<file path="src/rtl/line_buf_sched.sv">
`default_nettype none
// ============================================================================
//  Module      : line_buf_sched
//  Description : Sequencer for a bank of LINES_NUM line buffers forming a
//                sliding vertical window. Steers incoming lines to one buffer,
//                pops all buffers once a fresh window is complete, then
//                flushes the oldest line so it can take the next input line.
//  Revision    : 1.0 - initial release
// ============================================================================
module line_buf_sched #(
    parameter int LINES_NUM = 3,
    parameter int IDX_W     = $clog2(LINES_NUM)
) (
    input  logic                 clk_i,
    input  logic                 rst_i,
    input  logic                 in_tvalid_i,
    input  logic                 in_tready_i,
    input  logic                 in_tlast_i,
    input  logic                 in_tuser_i,
    input  logic                 out_tvalid_i,
    input  logic                 out_tready_i,
    input  logic                 out_tlast_i,
    input  logic [LINES_NUM-1:0] empty_i,
    output logic [LINES_NUM-1:0] wr_sel_o,
    output logic [LINES_NUM-1:0] pop_line_o,
    output logic [LINES_NUM-1:0] flush_line_o,
    output logic [IDX_W-1:0]     oldest_idx_o,
    output logic [IDX_W:0]       lines_cnt_o,
    output logic                 busy_o
);

    typedef enum logic [1:0] {
        ST_FILL  = 2'd0,
        ST_POP   = 2'd1,
        ST_SEND  = 2'd2,
        ST_FLUSH = 2'd3
    } state_t;

    localparam logic [IDX_W:0]       C_LINES_MAX = (IDX_W+1)'(LINES_NUM);
    localparam logic [IDX_W-1:0]     C_LAST_IDX  = IDX_W'(LINES_NUM - 1);
    localparam logic [LINES_NUM-1:0] C_ONE       = LINES_NUM'(1);

    // Index increment with explicit wrap so non-power-of-2 banks work.
    function automatic logic [IDX_W-1:0] wrap_inc(input logic [IDX_W-1:0] x);
        return (x == C_LAST_IDX) ? '0 : x + 1'b1;
    endfunction

    function automatic logic [LINES_NUM-1:0] onehot(input logic [IDX_W-1:0] x);
        return C_ONE << x;
    endfunction

    state_t                 r_state;
    logic [IDX_W-1:0]       r_wr_idx;
    logic [IDX_W-1:0]       r_oldest;
    logic [IDX_W:0]         r_cnt;
    logic                   r_pending;
    logic [LINES_NUM-1:0]   r_wr_sel;
    logic [LINES_NUM-1:0]   r_pop;
    logic [LINES_NUM-1:0]   r_flush;

    state_t                 w_state_nxt;
    logic [IDX_W-1:0]       w_wr_idx_nxt;
    logic [IDX_W-1:0]       w_oldest_nxt;
    logic [IDX_W:0]         w_cnt_nxt;
    logic                   w_pending_nxt;
    logic [LINES_NUM-1:0]   w_pop_nxt;
    logic [LINES_NUM-1:0]   w_flush_nxt;

    logic                   w_in_acc;
    logic                   w_eol;
    logic                   w_sof;
    logic                   w_out_eol;

    assign w_in_acc  = in_tvalid_i && in_tready_i;
    assign w_eol     = w_in_acc && in_tlast_i;
    assign w_sof     = w_in_acc && in_tuser_i;
    assign w_out_eol = out_tvalid_i && out_tready_i && out_tlast_i;

    // State and all registered outputs; wr_sel tracks the next write index so
    // it moves on the same edge the line buffer locks after end-of-line.
    always_ff @(posedge clk_i or posedge rst_i) begin
        if (rst_i) begin
            r_state   <= ST_FILL;
            r_wr_idx  <= '0;
            r_oldest  <= '0;
            r_cnt     <= '0;
            r_pending <= 1'b0;
            r_wr_sel  <= C_ONE;
            r_pop     <= '0;
            r_flush   <= '0;
        end else begin
            r_state   <= w_state_nxt;
            r_wr_idx  <= w_wr_idx_nxt;
            r_oldest  <= w_oldest_nxt;
            r_cnt     <= w_cnt_nxt;
            r_pending <= w_pending_nxt;
            r_wr_sel  <= onehot(w_wr_idx_nxt);
            r_pop     <= w_pop_nxt;
            r_flush   <= w_flush_nxt;
        end
    end

    // Next-state and next-output decode; start-of-frame overrides everything.
    always_comb begin
        w_state_nxt   = r_state;
        w_wr_idx_nxt  = r_wr_idx;
        w_oldest_nxt  = r_oldest;
        w_cnt_nxt     = r_cnt;
        w_pending_nxt = r_pending;
        w_pop_nxt     = '0;
        w_flush_nxt   = '0;

        if (w_sof) begin
            // Any in-flight window is abandoned; buffers self-clear on tuser.
            w_state_nxt  = ST_FILL;
            w_oldest_nxt = '0;
            if (w_eol) begin
                w_cnt_nxt     = (IDX_W+1)'(1);
                w_wr_idx_nxt  = wrap_inc('0);
                w_pending_nxt = 1'b1;
            end else begin
                w_cnt_nxt     = '0;
                w_wr_idx_nxt  = '0;
                w_pending_nxt = 1'b0;
            end
        end else begin
            case (r_state)
                ST_FILL: begin
                    if (w_eol) begin
                        w_pending_nxt = 1'b1;
                        // Once the window is full the write index stays on the
                        // buffer freed by the last flush.
                        if (r_cnt < C_LINES_MAX) begin
                            w_cnt_nxt    = r_cnt + 1'b1;
                            w_wr_idx_nxt = wrap_inc(r_wr_idx);
                        end
                    end
                    if ((r_cnt == C_LINES_MAX) && r_pending && (empty_i == '0)) begin
                        w_state_nxt = ST_POP;
                    end
                end
                ST_POP: begin
                    w_pop_nxt     = '1;
                    w_pending_nxt = 1'b0;
                    w_state_nxt   = ST_SEND;
                end
                ST_SEND: begin
                    if (w_eol) begin
                        w_pending_nxt = 1'b1;
                    end
                    if (w_out_eol) begin
                        w_state_nxt = ST_FLUSH;
                    end
                end
                ST_FLUSH: begin
                    // The oldest row leaves the window and becomes the write target.
                    w_flush_nxt  = onehot(r_oldest);
                    w_wr_idx_nxt = r_oldest;
                    w_oldest_nxt = wrap_inc(r_oldest);
                    w_state_nxt  = ST_FILL;
                end
                default: begin
                    w_state_nxt = ST_FILL;
                end
            endcase
        end
    end

    assign wr_sel_o     = r_wr_sel;
    assign pop_line_o   = r_pop;
    assign flush_line_o = r_flush;
    assign oldest_idx_o = r_oldest;
    assign lines_cnt_o  = r_cnt;
    assign busy_o       = (r_state != ST_FILL);

endmodule
`default_nettype wire

</file>
<file path="config.mk">
export PLATFORM = sky130hd
export DESIGN_NAME = line_buf_sched
export DESIGN_NICKNAME = d
export VERILOG_FILES = /design/src/rtl/line_buf_sched.sv
export SDC_FILE = /design/constraint.sdc
export NUM_CORES = 1
export LEC_CHECK = 0
export BUFFER_PORTS_ARGS = -buffer_cell sky130_fd_sc_hd__clkbuf_2
export CORE_MARGIN = 2
export CORE_UTILIZATION = 40
export DETAILED_ROUTE_END_ITERATION = 7
export PLACE_DENSITY = 0.73
export SYNTH_ARGS = -nofsm -noshare
export SYNTH_HDL_FRONTEND = slang
export SYNTH_SLANG_ARGS = --single-unit
</file>
<file path="constraint.sdc">
create_clock -name clk_i -period 1.6 [get_ports clk_i]
set_input_delay 0.16 -clock clk_i [delete_from_list [all_inputs] [get_ports clk_i]]
set_output_delay 0.16 -clock clk_i [all_outputs]
set_load 0.02 [all_outputs]
</file>
# After elaboration in Yosys (flattened, before gate mapping)
# Index checks and enable logic that the tools add are counted.
# totals
input_bits	12
out_inout_bits	15
regBits	19
word_cells	68
# op_classes
shifts	2
eq_ne	9
muxes	26
n_reduce_logical	19
n_lt_le_gt_ge	1
add_sub_neg	3
# op_table
op	n
$mux W3	8
$mux W2	10
$reduce_bool A2 Y1	5
$eq A2 B2 Y1 const B	4
$pmux W2 S4	1
$logic_and A1 B1 Y1	7
$ne A3 B3 Y1 const B	2
$shl A1 B2 Y3 const A	2
$mux W1	5
$add A2 B1 Y2 const B	2
$pmux W2 S2	1
$reduce_and A2 Y1	2
$add A3 B1 Y3 const B	1
$eq A3 B2 Y1 const B	1
$logic_not A3 Y1	1
$lt A3 B2 Y1 const B	1
$ne A3 B1 Y1 const B	1
$reduce_and A3 Y1	1
$reduce_bool A3 Y1	1
$eq A2 B1 Y1 const B	1
$logic_not A2 Y1	1
$pmux W1 S2	1
$reduce_or A2 Y1	1

# Depth between registers and ports, before layout
# logic_depth
word_depth	7
depth_mapped	7
ltp_nobuf	6

# Worst setup path before layout
# OpenSTA, ideal clock, no wires.
# synth_timing
path_kind	reg-to-reg
from	register r_state[0]
to	register r_wr_sel[2] (netlist: wr_sel_o[2])
required_time_ns	1.527
path_buffers	0
arrival_time_ns	1.532
period_less_slack_ns	1.605
slack_ns	-0.005
path_stages_with_launch	7
setup_time_ns	0.073
cell_sequence	dfrtp_1 -> inv_1 -> ha_1 -> nor4bb_1 -> nand3_1 -> a31oi_1 -> nor2b_1
# synth_via
elab_chain_len	4
word_cells_on_any_way	5
cone_classes	eq/ne: 1; shift: 1; mux: 2; reduce/logical: 1
# synth_rtl
element	line_no	text
start: declaration	52	state_t r_state;
start signal: assignment	92	r_state <= w_state_nxt;
$eq A2 B2 Y1 or $logic_not A2 Y1 (tied branches)	127	case (r_state)
$pmux W2 S2 *	127	
$mux W2 *	113	if (w_sof) begin
named net w_wr_idx_nxt[1]	62	logic [IDX_W-1:0] w_wr_idx_nxt;
$shl A1 B2 Y3 *	49	return C_ONE << x;
end signal: assignment	97	r_wr_sel <= onehot(w_wr_idx_nxt);
end: declaration	57	logic [LINES_NUM-1:0] r_wr_sel;
# The timed path passes the listed nets; every way through them passes the cells marked *.
# A chain may end at the register's enable or synchronous reset.

# Worst setup path after layout
# layout_timing
from	register r_state[0]
to	register r_wr_sel[1] (netlist: wr_sel_o[1])
# The elaborated chain is that of the path after synthesis.

==> impl_metrics.json <==
{
  "outcome": "complete, but fails checks",
  "violations": "setup timing",
  "r2r-start": "r_state[0]$_DFFE_PP0P_",
  "vias": 809,
  "rsz0062_at_grt": "true",
  "hp-start": "in_tlast_i",
  "ys_seq_elements": 17,
  "die_h_um": 51.26,
  "antenna_found_initial": 0,
  "cts_buffer_depth": 2,
  "syn-num-nets": 107,
  "max_freq_mhz": 623.9,
  "finalPower_w": 0.002434,
  "cts_tree": "done",
  "grt_pass1_wl_mm": 3.249,
  "vias_per_cell": 5.153,
  "drv_slew": 0,
  "setup_tns_ns": -0.002731,
  "die-area_um2": 2628,
  "core_um2": 2170,
  "crit_fanout": 6,
  "dp_hpwl_mm": 1.443,
  "grt_pass1_vias": 775,
  "h-tree-depth": 1,
  "initial_utilization": 0.4118,
  "finalWirelength_mm": 2.027,
  "clk_latency_ns": 0.29,
  "crit_type": "reg2reg",
  "gr-total-overflow": 0,
  "layout_commonest_cell": "clkbuf_2",
  "ys_seq_area_frac": 0.4776,
  "clock_sinks": 17,
  "layout-drive-gt1-share": 0.4729,
  "syn_area_um2": 893.4,
  "synthCells": 89,
  "port_buffers": 26,
  "endpoint_kind": "register",
  "critical_path_required_ns": 1.84,
  "tightest_slew_ns": 0.6404,
  "path_clk_slew_ns": 0.10,
  "pre_cts_slack_ns": -0.04550,
  "synth_area_per_cell_um2": 10.04,
  "hold_violations": 0,
  "vdd_drop_max_uv": 1051,
  "clockRootBuffer": "clkbuf_4",
  "routedWlPerCell_um": 12.91,
  "die_w_um": 51.26,
  "cts_buffers": 3,
  "min_to": "r_pending$_DFFE_PP0P_",
  "p_leak_nw": 0.6272,
  "ios": 27,
  "drt_iter0_drc": 11,
  "finalWorstSetupSlack_ns": -0.002731,
  "layout_common_cells": "clkbuf_2 (26), dfrtp_1 (15), buf_4 (12), nor2_1 (8), a21oi_1 (7)",
  "setup_viol": 1,
  "fin_skew_ns": 0.002819,
  "ant_nets": 0,
  "cp.arrival_ns": 1.84,
  "whs_path_depth": 3,
  "grt_max_degree": 18,
  "ff2ff_path_depth": 6,
  "rr_endpoint": "wr_sel_o[1]$_DFF_PP0_",
  "rows": 17,
  "drc": 0,
  "powerDensity_nw_per_um2": 1940,
  "syn2layout_area_growth_pct": 40.48,
  "yosys_warnings": 0,
  "ff2ff_setup_slack_ns": -0.003,
  "grt_use_total": 0.1644,
  "antenna_cells": 0,
  "finish.utilization": 0.5784,
  "synthDistinctLibCells": 31,
  "period_minus_slack_ns": 1.603,
  "nets": 148,
  "hold_path_class": "in2reg",
  "relSlewSlack": 0.5726,
  "first_pass_iters": 4,
  "worst_setup_path_start_kind": "register",
  "cap_violations": 0,
  "period_share": 1.002,
  "fillers": 191,
  "place.gp.congestion": 0.8156
}
report_power, final:
part,switching [W],internal [W]
clock network,0.000143,0.0000931
registers,0.000144,0.000602
logic,0.000741,0.000712
layout make-up:
cell class	count	area, µm²	share of cell area
multi-input cells	61	496.7	0.3958
clock buffers	3	22.52	0.01795
clock inverters	1	5.005	0.003988
repair buffers	40	241.5	0.1924
inverters	7	26.28	0.02094
flip-flops and latches	17	427.9	0.3410
well taps	28	35.03	0.02792
metal layers:
layer  GRT usage  part of all wire
met5           0                 0
met4     0.08772            0.0099
met3     0.02339             0.037
met2      0.2900              0.52
met1      0.1917              0.43
metrics by stage:
| step | cell area, µm² | std cells | hold WS (ns) |
|---|---|---|---|
| 5_1_grt | 1255 | 157 | 0.2309 |
| 2_1_floorplan | 899.6 | 89 | 0.08534 |
| 3_5_place_dp | 1101 | 148 | 0.2625 |
| 4_1_cts | 1160 | 153 | 0.1723 |
| 3_3_place_gp | 1101 | 148 | 0.2479 |
| 6_report | 1255 | 157 | 0.1671 |
how the worst max path moves through the flow:
stage                          startpoint                    end  slack [ns]  depth (start not counted)
2_1_floorplan      r_state[0]$_DFFE_PP0P_  wr_sel_o[1]$_DFF_PP0_        0.01                          6
3_3_place_gp       r_state[0]$_DFFE_PP0P_  wr_sel_o[2]$_DFF_PP0_        0.02                          6
3_5_place_dp       r_state[0]$_DFFE_PP0P_  wr_sel_o[2]$_DFF_PP0_       -0.05                          6
4_1_cts        lines_cnt_o[0]$_DFFE_PP0P_  wr_sel_o[1]$_DFF_PP0_       0.006                          4
5_1_grt            r_state[0]$_DFFE_PP0P_  wr_sel_o[2]$_DFF_PP0_       -0.06                          6
6_report           r_state[0]$_DFFE_PP0P_  wr_sel_o[1]$_DFF_PP0_      -0.003                          6
cell usage after synthesis:
library cell	number	area (µm²)
a21o_1	2	15.01
a21oi_1	7	35.03
a221o_2	1	11.26
a221oi_1	1	8.760
a31oi_1	1	6.260
a32oi_2	1	16.27
and2_1	1	6.260
and3_2	2	15.01
and3b_1	1	8.760
buf_2	1	5.000
buf_4	2	15.01
buf_6	1	11.26
dfrtp_1	16	400.4
dfstp_2	1	26.28
ha_1	6	75.07
inv_1	7	26.28
mux2i_1	1	10.01
nand2_1	5	18.77
nand2b_1	1	6.260
nand3_1	6	30.03
nand3_2	1	10.01
nor2_1	9	33.78
nor2b_1	2	12.51
nor3_1	4	20.02
nor3b_1	1	7.510
nor4bb_1	1	10.01
o211ai_1	2	15.01
o21a_1	1	7.510
o21ai_0	2	10.01
o41ai_1	1	8.760
or4_4	1	11.26
logic make-up after synthesis:
family | Yosys count | synth area share
muxes | 1 | 0.01120
DFF | 17 | 0.4776
AOI/OAI and AO/OA | 19 | 0.1499
buffers and inverters | 11 | 0.06442
adders and majority gates | 6 | 0.08403
and+or+nand+nor | 35 | 0.2129
worst max-delay path: stages (launching register included):
cell and delay (ns):
dfrtp_1 0.39, inv_2 0.06, ha_4 0.32, nor2_2 0.04
a221o_2 0.35, a32oi_4 0.23, nor2b_1 0.15
registers in the layout (all words and copies together) (netlist names):
| register | count |
|---|---|
| lines_cnt_o | 3 |
| wr_sel_o | 3 |
| r_wr_idx | 2 |
| flush_line_o | 3 |
| pop_line_o | 1 |
| r_state | 2 |
| r_pending | 1 |
| oldest_idx_o | 2 |
what timing repair did:
action,CTS,global route
buffers inserted,0,4
pin swaps,1,5
hold buffers,1,0
setup endpoints to repair,2,5
gates resized for setup,3,12
hold endpoints to repair,16,0
(Power assumes the default switching activity.)
